==> src/rtl/amstrad_mem_pkg.sv <==
// Shared types and constants for the Amstrad external-RAM scheduler.
package amstrad_mem_pkg;

    localparam int unsigned ADDR_W_DEF = 23;
    localparam logic [7:0]  BUS_IDLE   = 8'hFF;

    typedef enum logic [2:0] {
        ST_IDLE,
        ST_VID_LO,
        ST_VID_HI,
        ST_DL,
        ST_CPU
    } state_t;

    typedef enum logic [1:0] {
        REQ_VID,
        REQ_DL,
        REQ_CPU,
        REQ_NONE
    } req_id_t;

    // Fixed priority: video over download over CPU (later assignments win).
    function automatic req_id_t pick_req(input logic vid, input logic dl, input logic cpu);
        req_id_t id;
        id = REQ_NONE;
        if (cpu) id = REQ_CPU;
        if (dl)  id = REQ_DL;
        if (vid) id = REQ_VID;
        return id;
    endfunction

endpackage

==> src/rtl/amstrad_mem_slot.sv <==
// One-deep request holding register with a pending flag.
module amstrad_mem_slot #(
    parameter int unsigned W = 8
) (
    input  logic         clk,
    input  logic         reset,
    input  logic         load,
    input  logic         take,
    input  logic [W-1:0] din,
    output logic         pend,
    output logic [W-1:0] dout
);

    always_ff @(posedge clk) begin
        if (reset) begin
            pend <= 1'b0;
            dout <= '0;
        end else begin
            if (take) pend <= 1'b0;
            if (load) begin
                pend <= 1'b1;
                dout <= din;
            end
        end
    end

endmodule

==> src/rtl/amstrad_mem_sched.sv <==
// Arbitrates video, download and CPU accesses onto one byte-wide RAM port,
// with an ack watchdog that completes stalled accesses with idle-bus data.
module amstrad_mem_sched
    import amstrad_mem_pkg::*;
#(
    parameter int unsigned ADDR_W      = ADDR_W_DEF,
    parameter int unsigned ACK_TIMEOUT = 63
) (
    input  logic              clk,
    input  logic              reset,
    input  logic              cyc1MHz,
    input  logic [14:0]       vid_addr,
    output logic [15:0]       vid_data,
    output logic              vid_valid,
    output logic              vid_late,
    input  logic              cpu_rd,
    input  logic              cpu_wr,
    input  logic [ADDR_W-1:0] cpu_addr,
    input  logic [7:0]        cpu_wdata,
    output logic [7:0]        cpu_rdata,
    output logic              cpu_ack,
    input  logic              dl_wr,
    input  logic [ADDR_W-1:0] dl_addr,
    input  logic [7:0]        dl_data,
    output logic              dl_busy,
    output logic              ram_req,
    output logic              ram_we,
    output logic [ADDR_W-1:0] ram_addr,
    output logic [7:0]        ram_wdata,
    input  logic [7:0]        ram_rdata,
    input  logic              ram_ack,
    output logic              err
);

    localparam int unsigned WD_W  = $clog2(ACK_TIMEOUT + 1);
    localparam int unsigned DL_W  = ADDR_W + 8;
    localparam int unsigned CPU_W = ADDR_W + 9;

    state_t            state, state_d;
    logic [WD_W-1:0]   wd_cnt, wd_d;
    logic              vid_pend, vid_pend_d;
    logic [14:0]       vid_next, vid_next_d;
    logic [14:0]       vid_cur, vid_cur_d;
    logic [7:0]        vid_lo, vid_lo_d;
    logic              req_d, we_d, vvalid_d, vlate_d, ack_d, dlb_d, err_d;
    logic [ADDR_W-1:0] addr_d;
    logic [7:0]        wdata_d, rdata_d;
    logic [15:0]       vdata_d;

    logic              done, tmo, fin;
    logic [7:0]        rbyte;
    req_id_t           pick;
    logic              vid_take, dl_take, cpu_take, dl_load, cpu_load;
    logic              dl_pend, cpu_pend;
    logic [DL_W-1:0]   dl_q;
    logic [CPU_W-1:0]  cpu_q;

    amstrad_mem_slot #(.W(DL_W)) u_dl_slot (
        .clk   (clk),
        .reset (reset),
        .load  (dl_load),
        .take  (dl_take),
        .din   ({dl_addr, dl_data}),
        .pend  (dl_pend),
        .dout  (dl_q)
    );

    amstrad_mem_slot #(.W(CPU_W)) u_cpu_slot (
        .clk   (clk),
        .reset (reset),
        .load  (cpu_load),
        .take  (cpu_take),
        .din   ({cpu_wr, cpu_addr, cpu_wdata}),
        .pend  (cpu_pend),
        .dout  (cpu_q)
    );

    // Completion: a real ack, or the watchdog expiring while still unacked.
    assign done  = ram_req && ram_ack;
    assign tmo   = ram_req && !ram_ack && (wd_cnt == WD_W'(ACK_TIMEOUT - 1));
    assign fin   = done || tmo;
    assign rbyte = done ? ram_rdata : BUS_IDLE;
    assign pick  = pick_req(vid_pend, dl_pend, cpu_pend);

    assign dl_load  = dl_wr && !dl_busy;
    assign cpu_load = (cpu_rd || cpu_wr) && !cpu_ack && !cpu_pend && (state != ST_CPU);

    always_comb begin
        state_d  = state;
        req_d    = ram_req;
        we_d     = ram_we;
        addr_d   = ram_addr;
        wdata_d  = ram_wdata;
        wd_d     = ram_req ? wd_cnt + WD_W'(1) : wd_cnt;
        vid_cur_d = vid_cur;
        vid_lo_d = vid_lo;
        vdata_d  = vid_data;
        vvalid_d = 1'b0;
        rdata_d  = cpu_rdata;
        ack_d    = cpu_ack;
        dlb_d    = dl_busy;
        err_d    = err || tmo;
        vid_take = 1'b0;
        dl_take  = 1'b0;
        cpu_take = 1'b0;

        unique case (state)
            ST_IDLE: begin
                unique case (pick)
                    REQ_VID: begin
                        state_d   = ST_VID_LO;
                        req_d     = 1'b1;
                        we_d      = 1'b0;
                        addr_d    = ADDR_W'({vid_next, 1'b0});
                        vid_cur_d = vid_next;
                        vid_take  = 1'b1;
                        wd_d      = '0;
                    end
                    REQ_DL: begin
                        state_d = ST_DL;
                        req_d   = 1'b1;
                        we_d    = 1'b1;
                        addr_d  = dl_q[DL_W-1:8];
                        wdata_d = dl_q[7:0];
                        dl_take = 1'b1;
                        wd_d    = '0;
                    end
                    REQ_CPU: begin
                        state_d  = ST_CPU;
                        req_d    = 1'b1;
                        we_d     = cpu_q[CPU_W-1];
                        addr_d   = cpu_q[CPU_W-2:8];
                        wdata_d  = cpu_q[7:0];
                        cpu_take = 1'b1;
                        wd_d     = '0;
                    end
                    default: ;
                endcase
            end
            ST_VID_LO: begin
                if (fin) begin
                    req_d    = 1'b0;
                    vid_lo_d = rbyte;
                    state_d  = ST_VID_HI;
                end
            end
            ST_VID_HI: begin
                // Request is low only on entry; ack leaves the state.
                if (!ram_req) begin
                    req_d  = 1'b1;
                    addr_d = ADDR_W'({vid_cur, 1'b1});
                    wd_d   = '0;
                end else if (fin) begin
                    req_d    = 1'b0;
                    vdata_d  = {rbyte, vid_lo};
                    vvalid_d = 1'b1;
                    state_d  = ST_IDLE;
                end
            end
            ST_DL: begin
                if (fin) begin
                    req_d   = 1'b0;
                    dlb_d   = 1'b0;
                    state_d = ST_IDLE;
                end
            end
            ST_CPU: begin
                if (fin) begin
                    req_d   = 1'b0;
                    ack_d   = 1'b1;
                    if (!ram_we || tmo) rdata_d = rbyte;
                    state_d = ST_IDLE;
                end
            end
            default: state_d = ST_IDLE;
        endcase

        if (cpu_ack && !cpu_rd && !cpu_wr) ack_d = 1'b0;
        if (dl_load) dlb_d = 1'b1;

        // A new slot strobe always wins over an unstarted pending fetch.
        vid_pend_d = cyc1MHz ? 1'b1 : (vid_take ? 1'b0 : vid_pend);
        vid_next_d = cyc1MHz ? vid_addr : vid_next;
        vlate_d    = cyc1MHz && (state == ST_VID_LO || state == ST_VID_HI || vid_pend);
    end

    always_ff @(posedge clk) begin
        if (reset) begin
            state     <= ST_IDLE;
            wd_cnt    <= '0;
            vid_pend  <= 1'b0;
            vid_next  <= '0;
            vid_cur   <= '0;
            vid_lo    <= '0;
            ram_req   <= 1'b0;
            ram_we    <= 1'b0;
            ram_addr  <= '0;
            ram_wdata <= '0;
            vid_data  <= {BUS_IDLE, BUS_IDLE};
            vid_valid <= 1'b0;
            vid_late  <= 1'b0;
            cpu_rdata <= BUS_IDLE;
            cpu_ack   <= 1'b0;
            dl_busy   <= 1'b0;
            err       <= 1'b0;
        end else begin
            state     <= state_d;
            wd_cnt    <= wd_d;
            vid_pend  <= vid_pend_d;
            vid_next  <= vid_next_d;
            vid_cur   <= vid_cur_d;
            vid_lo    <= vid_lo_d;
            ram_req   <= req_d;
            ram_we    <= we_d;
            ram_addr  <= addr_d;
            ram_wdata <= wdata_d;
            vid_data  <= vdata_d;
            vid_valid <= vvalid_d;
            vid_late  <= vlate_d;
            cpu_rdata <= rdata_d;
            cpu_ack   <= ack_d;
            dl_busy   <= dlb_d;
            err       <= err_d;
        end
    end

endmodule
==> config.mk <==
export PLATFORM = sky130hd
export DESIGN_NAME = amstrad_mem_sched
export DESIGN_NICKNAME = d
export VERILOG_FILES = /design/src/rtl/amstrad_mem_pkg.sv /design/src/rtl/amstrad_mem_slot.sv /design/src/rtl/amstrad_mem_sched.sv
export SDC_FILE = /design/constraint.sdc
export NUM_CORES = 1
export LEC_CHECK = 0
export CORE_MARGIN = 2
export CORE_UTILIZATION = 40
export CTS_CLUSTER_DIAMETER = 200
export DETAILED_ROUTE_END_ITERATION = 10
export PLACE_DENSITY = 0.68
export SLEW_MARGIN = 20
export SYNTH_ARGS = -nofsm -noshare
export SYNTH_HDL_FRONTEND = slang
export SYNTH_SLANG_ARGS = --single-unit
==> constraint.sdc <==
create_clock -name clk -period 1.7 [get_ports clk]
set_input_delay 0.255 -clock clk [delete_from_list [all_inputs] [get_ports clk]]
set_output_delay 0.255 -clock clk [all_outputs]
set_load 0.005 [all_outputs]
==> results_dict.tcl, run 1 <==
set metrics [dict create \
    gp_congestion 0.8323 \
    path_cells "nor3b_2 > buf_4 > or4_4 > buf_12 > nand2_1 > a21oi_1" \
    relSlewSlack 0.5128 \
    die_y_um 136.1 \
    drc_errors 0 \
    start_kind "flip-flop" \
    synthCells 785 \
    clock_latency_ns 0.43 \
    nNetsFinal 1044 \
    post_drt_wl_per_cell_um 15.47 \
    utilization 0.5627 \
    path_class "flip-flop to flip-flop" \
    setup-violations-final 0 \
    hold_class "input pin to flip-flop" \
    numCtsBuffers 17 \
    grt_pass1_vias 5794 \
    dieArea_um2 18530 \
    via_per_inst 5.078 \
    ir_worst_vdd_mv 0.8708 \
    dr.pass1.iters 4 \
    worstPathRequired_ns 1.99 \
    port_buffers 153 \
    synth_area_leaders "dfxtp_1 50%, nand2_1 8.7%, a21oi_1 7.2%" \
    grtUsageMet2 0.3250 \
    rows 48 \
    instances_no_fill 1185 \
    num_vias 6017 \
    antenna_found_initial 0 \
    rsz0062_at_grt "true" \
    cts_root_buffer "clkbuf_16" \
    ant_nets 0 \
    synth_top_cell_area_share 0.5018 \
    grt_util_met3 0.05705 \
    tightestPinTransition_ns 0.7268 \
    async_flop_share 0 \
    min_period_over_period 0.9782 \
    cts_tree "built" \
    dpl_worst_slack_ns -0.1032 \
    busiest_layer "met2" \
    synth_seq_area_share 0.5018 \
    path_buf_inv 2 \
    startpoint "state[2]" \
    max_stage_delay_ns 0.50 \
    fmax_ghz 0.6013 \
    grt_first_pass_wirelength_mm 29.00 \
    fillers 1597 \
    start_util 0.4065 \
    synth_edf_count 0 \
    dp_hpwl_mm 12.66 \
    final_cell_mix "170 x dfxtp_1, 162 x nand2_1, 152 x clkdlybuf4s50_1" \
    layout_min_cycle_time_ns 1.663 \
    final_hold_viol_count 0 \
    setup_slack_ns 0.03701 \
    avgSynthCellArea_um2 8.894 \
    critPathSlowestCell "or4_4" \
    status "finished, final reports clean" \
    cts.path.max_buffers 2 \
    maxCapViolations 0 \
    yosysWarnings 0 \
    worst_ep_arrival_time_ns 1.95 \
    leakagePower_nw 3.612 \
    ios 154 \
    die_x_um 136.1 \
    crit_fanout 29 \
    worst_clock_skew_ns 0.01382 \
    end_kind "flip-flop" \
    ys_seq_elements 175 \
    layout-drive-gt1-share 0.1260 \
    final_common_cell "dfxtp_1" \
    synth.distinct_cells 60 \
    slew_viol_final 0 \
    overflow 0 \
    syn-cell-area_um2 6982 \
    grt_use_total 0.2000 \
    sequential_cell_area_um2 3510 \
    path_delay_family "simple AND/OR/NAND/NOR gates" \
    yosys_most_used_dff "dfxtp_1" \
    multi_input_area_um2 3103 \
    p_per_area_nw_per_um2 1304 \
    clkTransAtPathRegs_ns 0.06 \
    finalSetupTns_ns 0 \
    synth_top_area_cell "dfxtp_1" \
    synth_nets 880 \
    hold_slack_ns 0.1825 \
    syn_to_final_growth_pct 38.44 \
    h-tree-depth 4 \
    grt_max_degree 51 \
    worstReg2RegStart "state[2]" \
    cts_sinks 175 \
    min_from "reset" \
    grt_util_met1 0.2607 \
    wirelength_mm 18.34 \
    antennaDiodeCount 0 \
    placedCellCount 1154 \
    drtIter0Drc 409 \
    core_um2 17180 \
    hold_buffers 0 \
]
[sequential cells by signal (all words and copies together) (netlist names)]
register and count:
vid_valid 1, vid_pend 1, ram_addr 23, err 1
ram_req 1, cpu_ack 1, u_dl_slot.pend 1, vid_late 1
vid_lo 8, u_cpu_slot.pend 1, state 3, ram_wdata 8
wd_cnt 6, u_dl_slot.dout 31, vid_data 16, vid_next 15
u_cpu_slot.dout 32, ram_we 1, vid_cur 15, cpu_rdata 8
dl_busy 1
[stage by stage]
| stage | instance area (um^2) | total power, mW |
|---|---|---|
| finish | 9666 | 12.61 |
| global placement | 9019 | 8.607 |
| detailed placement | 9019 | 8.647 |
| global route | 9666 | 13.24 |
| CTS | 9635 | 12.66 |
| floorplan | 6982 | 6.964 |
[cells by family (layout without fill, tap and decap cells)]
family,Yosys count,after routing,share of synthesized area
AND/OR/NAND/NOR,285,285,0.1780
AO/OA/AOI/OAI,197,197,0.1943
flip-flops,175,175,0.5018
buffers and inverters,82,257,0.05967
multiplexers,39,39,0.05591
XOR/XNOR,4,4,0.005019
adder cells (fa/ha/maj),3,3,0.005377
[cell usage after synthesis, types with 2 or more instances]
cell type  count
a211oi_1      11
a21oi_1      101
a221o_1       23
a22oi_1        7
and2_1         3
and3_1         3
buf_2         14
buf_4          9
buf_6          6
clkbuf_1      29
dfxtp_1      175
ha_1           3
inv_1         21
mux2i_1       39
nand2_1      162
nand2b_1       2
nand3_1        2
nand4_1        3
nor2_1        78
nor2_4         2
nor2b_1        2
nor3_1        11
nor3_2         2
nor3b_4        2
o21ai_0        8
o221a_2        8
o2bb2ai_1      8
o311a_1        2
o32ai_1       13
o32ai_2        2
or3_1          2
or4_1          2
xnor2_1        2
xor2_1         2
[routing by layer]
layer / routed length [um] / vias up / share of wire
li1: - / 3050 / -
met1: 8425 / 2813 / 0.46
met2: 8760 / 143 / 0.48
met3: 1011 / 11 / 0.055
met4: 137 / 0 / 0.0075
met5: 0 / - / 0
[worst register-to-register path, cell delays in order (launching register included)]
cell and delay, ns:
dfxtp_2 0.33, nor3b_2 0.18, buf_4 0.16, or4_4 0.51, buf_12 0.18, nand2_1 0.10, a21oi_1 0.07
[power by group]
| part | switching [mW] | leakage [nW] | internal [mW] |
|---|---|---|---|
| Clock | 1.63 | 0.293 | 2.35 |
| Sequential | 0.320 | 1.43 | 4.59 |
| Combinational | 1.85 | 1.89 | 1.86 |
| Total | 3.80 | 3.61 | 8.80 |
[path summary, 6_finish.rpt]
| path | slack [ns] | cells past startpoint | end |
|---|---|---|---|
| worst max register to register | 0.04 | 6 | u_cpu_slot.dout[20] |
| worst min register to register | 0.45 | 2 | u_dl_slot.dout[22] |
| worst min-delay path | 0.18 | 2 | err |
| worst max-delay path | 0.04 | 6 | u_cpu_slot.dout[20] |
[cell type report]
| class | instances | share of cell area |
|---|---|---|
| flip-flops and latches | 175 | 0.3631 |
| well taps | 225 | 0.02913 |
| repair buffers | 206 | 0.2166 |
| inverters | 21 | 0.008155 |
| multi-input cells | 528 | 0.3210 |
| clock buffers | 18 | 0.04544 |
| clock inverters | 12 | 0.01657 |
[repair_timing]
action	CTS	global route
resized for setup	4	9
setup endpoints to repair	32	39
pin swaps	0	1
setup buffers	1	0
Note: power is estimated with default switching activity, not from simulation.
==> run 2, diff against run 1 <==
--- a/config.mk
+++ b/config.mk
@@ -10,6 +10,7 @@
 export CTS_CLUSTER_DIAMETER = 200
 export DETAILED_ROUTE_END_ITERATION = 10
 export PLACE_DENSITY = 0.68
+export SETUP_SLACK_MARGIN = 0.05
 export SLEW_MARGIN = 20
 export SYNTH_ARGS = -nofsm -noshare
 export SYNTH_HDL_FRONTEND = slang
==> results_dict.tcl, run 2 (synthesized netlist as in run 1, its figures left out) <==
set metrics [dict create \
    nNetsFinal 1049 \
    die_x_um 136.1 \
    leakagePower_nw 3.731 \
    rows 48 \
    instances_no_fill 1190 \
    status "finished, final reports clean" \
    start_kind "flip-flop" \
    sequential_cell_area_um2 3516 \
    fin_area_um2 9846 \
    num_vias 6114 \
    path_delay_family "simple AND/OR/NAND/NOR gates" \
    reg_top3 "u_cpu_slot.dout x32, u_dl_slot.dout x31, ram_addr x23" \
    die_y_um 136.1 \
    slew_viol_final 0 \
    dp_hpwl_mm 12.66 \
    finalSetupTns_ns 0 \
    h-tree-depth 4 \
    final_common_cell "dfxtp_1" \
    clock_latency_ns 0.44 \
    hold_buffers 0 \
    clkTransAtPathRegs_ns 0.06 \
    final_cell_mix "167 x dfxtp_1, 150 x nand2_1, 149 x clkdlybuf4s50_1" \
    cts.path.max_buffers 2 \
    cts_sinks 175 \
    grtUsageMet2 0.3250 \
    grt_use_total 0.2000 \
    setup-violations-final 0 \
    syn_to_final_growth_pct 41.02 \
    crit_fanout 14 \
    via_per_inst 5.138 \
    min_path_cells 2 \
    numCtsBuffers 17 \
    worst_clock_skew_ns 0.01543 \
    grt_util_met1 0.2607 \
    worstPathRequired_ns 2.00 \
    largest-register "u_cpu_slot.dout" \
    hold_class "input pin to flip-flop" \
    largest_register_ffs 32 \
    dr.pass1.iters 5 \
    wirelength_mm 18.77 \
    antennaDiodeCount 0 \
    r2r_setup_slack_ns 0.06 \
    grt_first_pass_wirelength_mm 29.00 \
    layout-drive-gt1-share 0.1565 \
    overflow 0 \
    port_buffers 153 \
    dieArea_um2 18530 \
    fmax_ghz 0.6094 \
    end_kind "flip-flop" \
    final_hold_viol_count 0 \
    ios 154 \
    path_cells "nor3b_4 > buf_6 > or4_4 > clkbuf_16 > nand2_1 > a21oi_1" \
    ant_nets 0 \
    critPathSlowestCell "or4_4" \
    ir_worst_vdd_mv 0.9131 \
    antenna_found_initial 0 \
    tightestPinTransition_ns 0.7364 \
    gp_congestion 0.8323 \
    drc_errors 0 \
    grt_pass1_vias 5794 \
    max_stage_delay_ns 0.56 \
    busiest_layer "met2" \
    cp.depth 6 \
    relSlewSlack 0.5064 \
    min_period_over_period 0.9653 \
    grt_util_met3 0.05705 \
    path_class "flip-flop to flip-flop" \
    p_per_area_nw_per_um2 1300 \
    start_util 0.4065 \
    place_area_um2 9019 \
    multi_input_area_um2 3193 \
    layout_min_cycle_time_ns 1.641 \
    grt_max_degree 51 \
    cts_tree "built" \
    rsz0062_at_grt "true" \
    path_buf_inv 2 \
    fillers 1570 \
    drtIter0Drc 409 \
    cts_root_buffer "clkbuf_16" \
    post_drt_wl_per_cell_um 15.77 \
    core_um2 17180 \
    maxCapViolations 0 \
    worst_ep_arrival_time_ns 1.94 \
    ff2ff_path_depth 6 \
    placedCellCount 1154 \
]
-- run 2: changes by cell type in the layout (fill, tap and decap cells not counted), sizes merged --
cell	previous run	this run
buf	54	57
dlymetal6s2s	0	3
clkdlybuf4s50	152	149
clkbuf	18	20
-- run 2: final timing paths --
| check | to | start |
|---|---|---|
| max | u_cpu_slot.dout[3] | state[2] |
| min | err | reset |
| max reg2reg | u_cpu_slot.dout[3] | state[2] |
| min reg2reg | vid_cur[1] | vid_cur[1] |
-- run 2: cell type report --
| cell class | instances | share of cell area |
|---|---|---|
| Timing Repair Buffer | 211 | 0.2211 |
| Clock buffer | 18 | 0.04461 |
| Multi-Input combinational cell | 528 | 0.3243 |
| Tap cell | 225 | 0.02859 |
| Inverter | 21 | 0.008006 |
| Clock inverter | 12 | 0.01627 |
| Sequential cell | 175 | 0.3571 |
-- run 2: repair_timing --
item / 4_1_cts / 5_1_grt
cloned: 0 / 2
pin swaps: 0 / 6
setup buffers: 1 / 3
setup endpoints to repair: 49 / 100
gates resized for setup: 5 / 42
-- run 2: per-layer routing --
metal / share of wire / wire, um / up-vias
met5: 0 / 0 / -
met4: 0.011 / 202 / 0
met3: 0.058 / 1086 / 20
met2: 0.47 / 8880 / 167
met1: 0.46 / 8597 / 2864
li1: - / - / 3063
-- run 2: report_power, final --
| group | leakage, nW | internal (mW) | switching (mW) |
|---|---|---|---|
| registers | 1.43 | 4.60 | 0.336 |
| clock network | 0.293 | 2.35 | 1.64 |
| logic | 2.00 | 1.96 | 1.92 |
| total | 3.73 | 8.90 | 3.90 |
-- run 2: per-stage QoR --
stage          hold WS, ns  setup slack [ns]  power, mW    util
6_report            0.1743           0.05905      12.80  0.5732
5_1_grt             0.1837           0.01447      13.43  0.5732
4_1_cts             0.1627           0.04174      12.66  0.5610
3_5_place_dp        0.4473           -0.1032      8.647  0.5251
3_3_place_gp        0.4416          -0.08322      8.607  0.5251
2_1_floorplan       0.3910           0.06671      6.964       -
==> variant: new RTL, flow settings as in run 1 <==
`ADDR_W_DEF`: 23 -> 19.
--- a/src/rtl/amstrad_mem_pkg.sv
+++ b/src/rtl/amstrad_mem_pkg.sv
@@ -3,3 +3,3 @@
 
-    localparam int unsigned ADDR_W_DEF = 23;
+    localparam int unsigned ADDR_W_DEF = 19;
     localparam logic [7:0]  BUS_IDLE   = 8'hFF;
Interface: changed (resized cpu_addr, dl_addr and ram_addr); port bits go from 154 to 142. No check against the original RTL was run, so the function may have changed too.
==> variant against run 1 <==
Clock skew is 5.0 ps lower; non-clock buffer count is 13 lower; worst setup slack better by 17 ps; sequential share of layout area is 0.31 points lower; area after synthesis is 7.5% lower; largest power group unchanged; sequential cell count is 12 lower; routed wire length is 3.6% lower; design area is 6.0% lower; total power is 3.7% lower.
==> variant: results (changes against run 1) <==
STA
The fmax came to 608 MHz (+1.1%). The worst-case clock skew is 8.82 ps (-5.00 ps). The actual transition at the worst max-transition pin is 412 ps (-315 ps).

Finish
The largest registers in the layout are u_cpu_slot.dout x28, u_dl_slot.dout x27, ram_addr x19. The number of logic inverters in the finished layout was 3 (-86%). The non-clock buffer share of cell area is 21.3% (-0.40 points).

The number of nets in the layout was 976 (-6.5%). The layout buffer count excluding clock buffers is 193 (-6.3%). The multi-input logic cell count is 511 (-3.2%). The number of filler instances in the final layout is 1386 (-13%). The relative area change from synthesis to final layout is 40.7%.

The fraction of final layout cells with drive strength greater than 1 is 15.0% (+2.4 points). The number of sequential cells is 163 (-6.9%). The clock distribution area overhead in the final layout is 6.86% (+0.66 points).

Routing
The routed wirelength normalized by instance count is 15.8 microns (+2.4%). The total via count after detailed routing is 5823 (-3.2%). The total wire length was 17.7 mm (-3.6%). The number of optimization iterations in the first detailed-route pass is 5 (+1). The met3 routed wirelength was 888 microns (-12%). The routed metal-1 wirelength was 8.16 mm (-3.2%). The routed length on met2 was 8.21 mm (-6.3%).

Logic synthesis
By area the synthesized netlist is led by sky130_fd_sc_hd__dfxtp_1 51%, sky130_fd_sc_hd__nand2_1 9.6%, sky130_fd_sc_hd__a21oi_1 6.4%, sky130_fd_sc_hd__mux2i_1 3.6%, sky130_fd_sc_hd__nor2_1 3.0%. The post-synthesis net count came to 822 (-6.6%). After synthesis, the most frequently instantiated cells are 166 x sky130_fd_sc_hd__nand2_1, 163 x sky130_fd_sc_hd__dfxtp_1, 82 x sky130_fd_sc_hd__a21oi_1. The share of the yosys chip area belonging to registers is 50.5% (+0.35 points). The post-synthesis average cell area is 8.79 sq um (-1.2%). The post-synthesis instance area is 0.00646 sq mm (-7.5%). The number of unique standard cell types used by synthesis is 56 (-6.7%).

Critical path
Among all stages on the critical path, the largest delay is contributed by sky130_fd_sc_hd__or3_4. The endpoint identified for the worst register-to-register timing path is ram_addr[0]. The timing startpoint of the critical path is vid_pend.

The maximum fanout count along the critical path is 16 (-45%). The delay of the slowest critical-path stage was 400 ps (-100 ps).

Placement
The cell area after placement was 0.00837 sq mm (-7.2%). The post-DP HPWL came to 12.3 mm (-2.7%). The worst-case setup slack after placement came to -236 ps (-132 ps).

The weighted congestion reported at the end of routability-driven placement came to 0.808 (-3.0%). The port buffer count is 141 (-7.8%).

Global routing
The met2 usage in global routing is 33.6% (+1.2 points). The combined global-route utilization of all metal layers is 21.1% (+1.1 points). The met3 layer usage reported by global route was 4.02% (-1.7 points). The via count of the first global-routing pass is 5571 (-3.8%). The wire length of the first global-routing pass came to 27.9 mm (-3.8%). The global-route track usage on met1 is 27.9% (+1.9 points).

Outcome
The flow ran to the end, and the final reports show no timing, DRC or antenna violations.

Power
The reported leakage power was 0.00345 uW (-4.4%). The maximum ir drop on the vdd rail was 0.805 mV (-7.5%).

CTS
The number of buffers inserted to repair setup after CTS is 0 (-1).
-- variant: worst min-delay path by stage --
stage / slack (ps) / cells past startpoint / endpoint / start
CTS: 100 / 2 / err / reset
finish: 120 / 2 / err / reset
global placement: 440 / 2 / vid_cur[0] / vid_cur[0]
floorplan: 390 / 2 / u_cpu_slot.dout[0] / cpu_wdata[0]
detailed placement: 450 / 2 / u_cpu_slot.dout[12] / u_cpu_slot.dout[12]
global route: 130 / 2 / err / reset
-- variant: cell families after synthesis --
family	count (synthesis)	share of synthesized area (%)
DFF	163	50.5
xor gates and xnor gates	4	0.543
adders and majority gates	3	0.581
buffers and inverters	61	4.51
and+or+nand+nor	262	17.3
muxes	23	3.57
AOI/OAI and AO/OA	219	22.9
-- variant: power breakdown --
group | total, uW | internal [uW] | switching, uW | leakage, uW
registers | 4610 | 4280 | 324 | 0.00133
logic | 3500 | 1750 | 1760 | 0.00182
clock network | 4030 | 2490 | 1540 | 0.000298
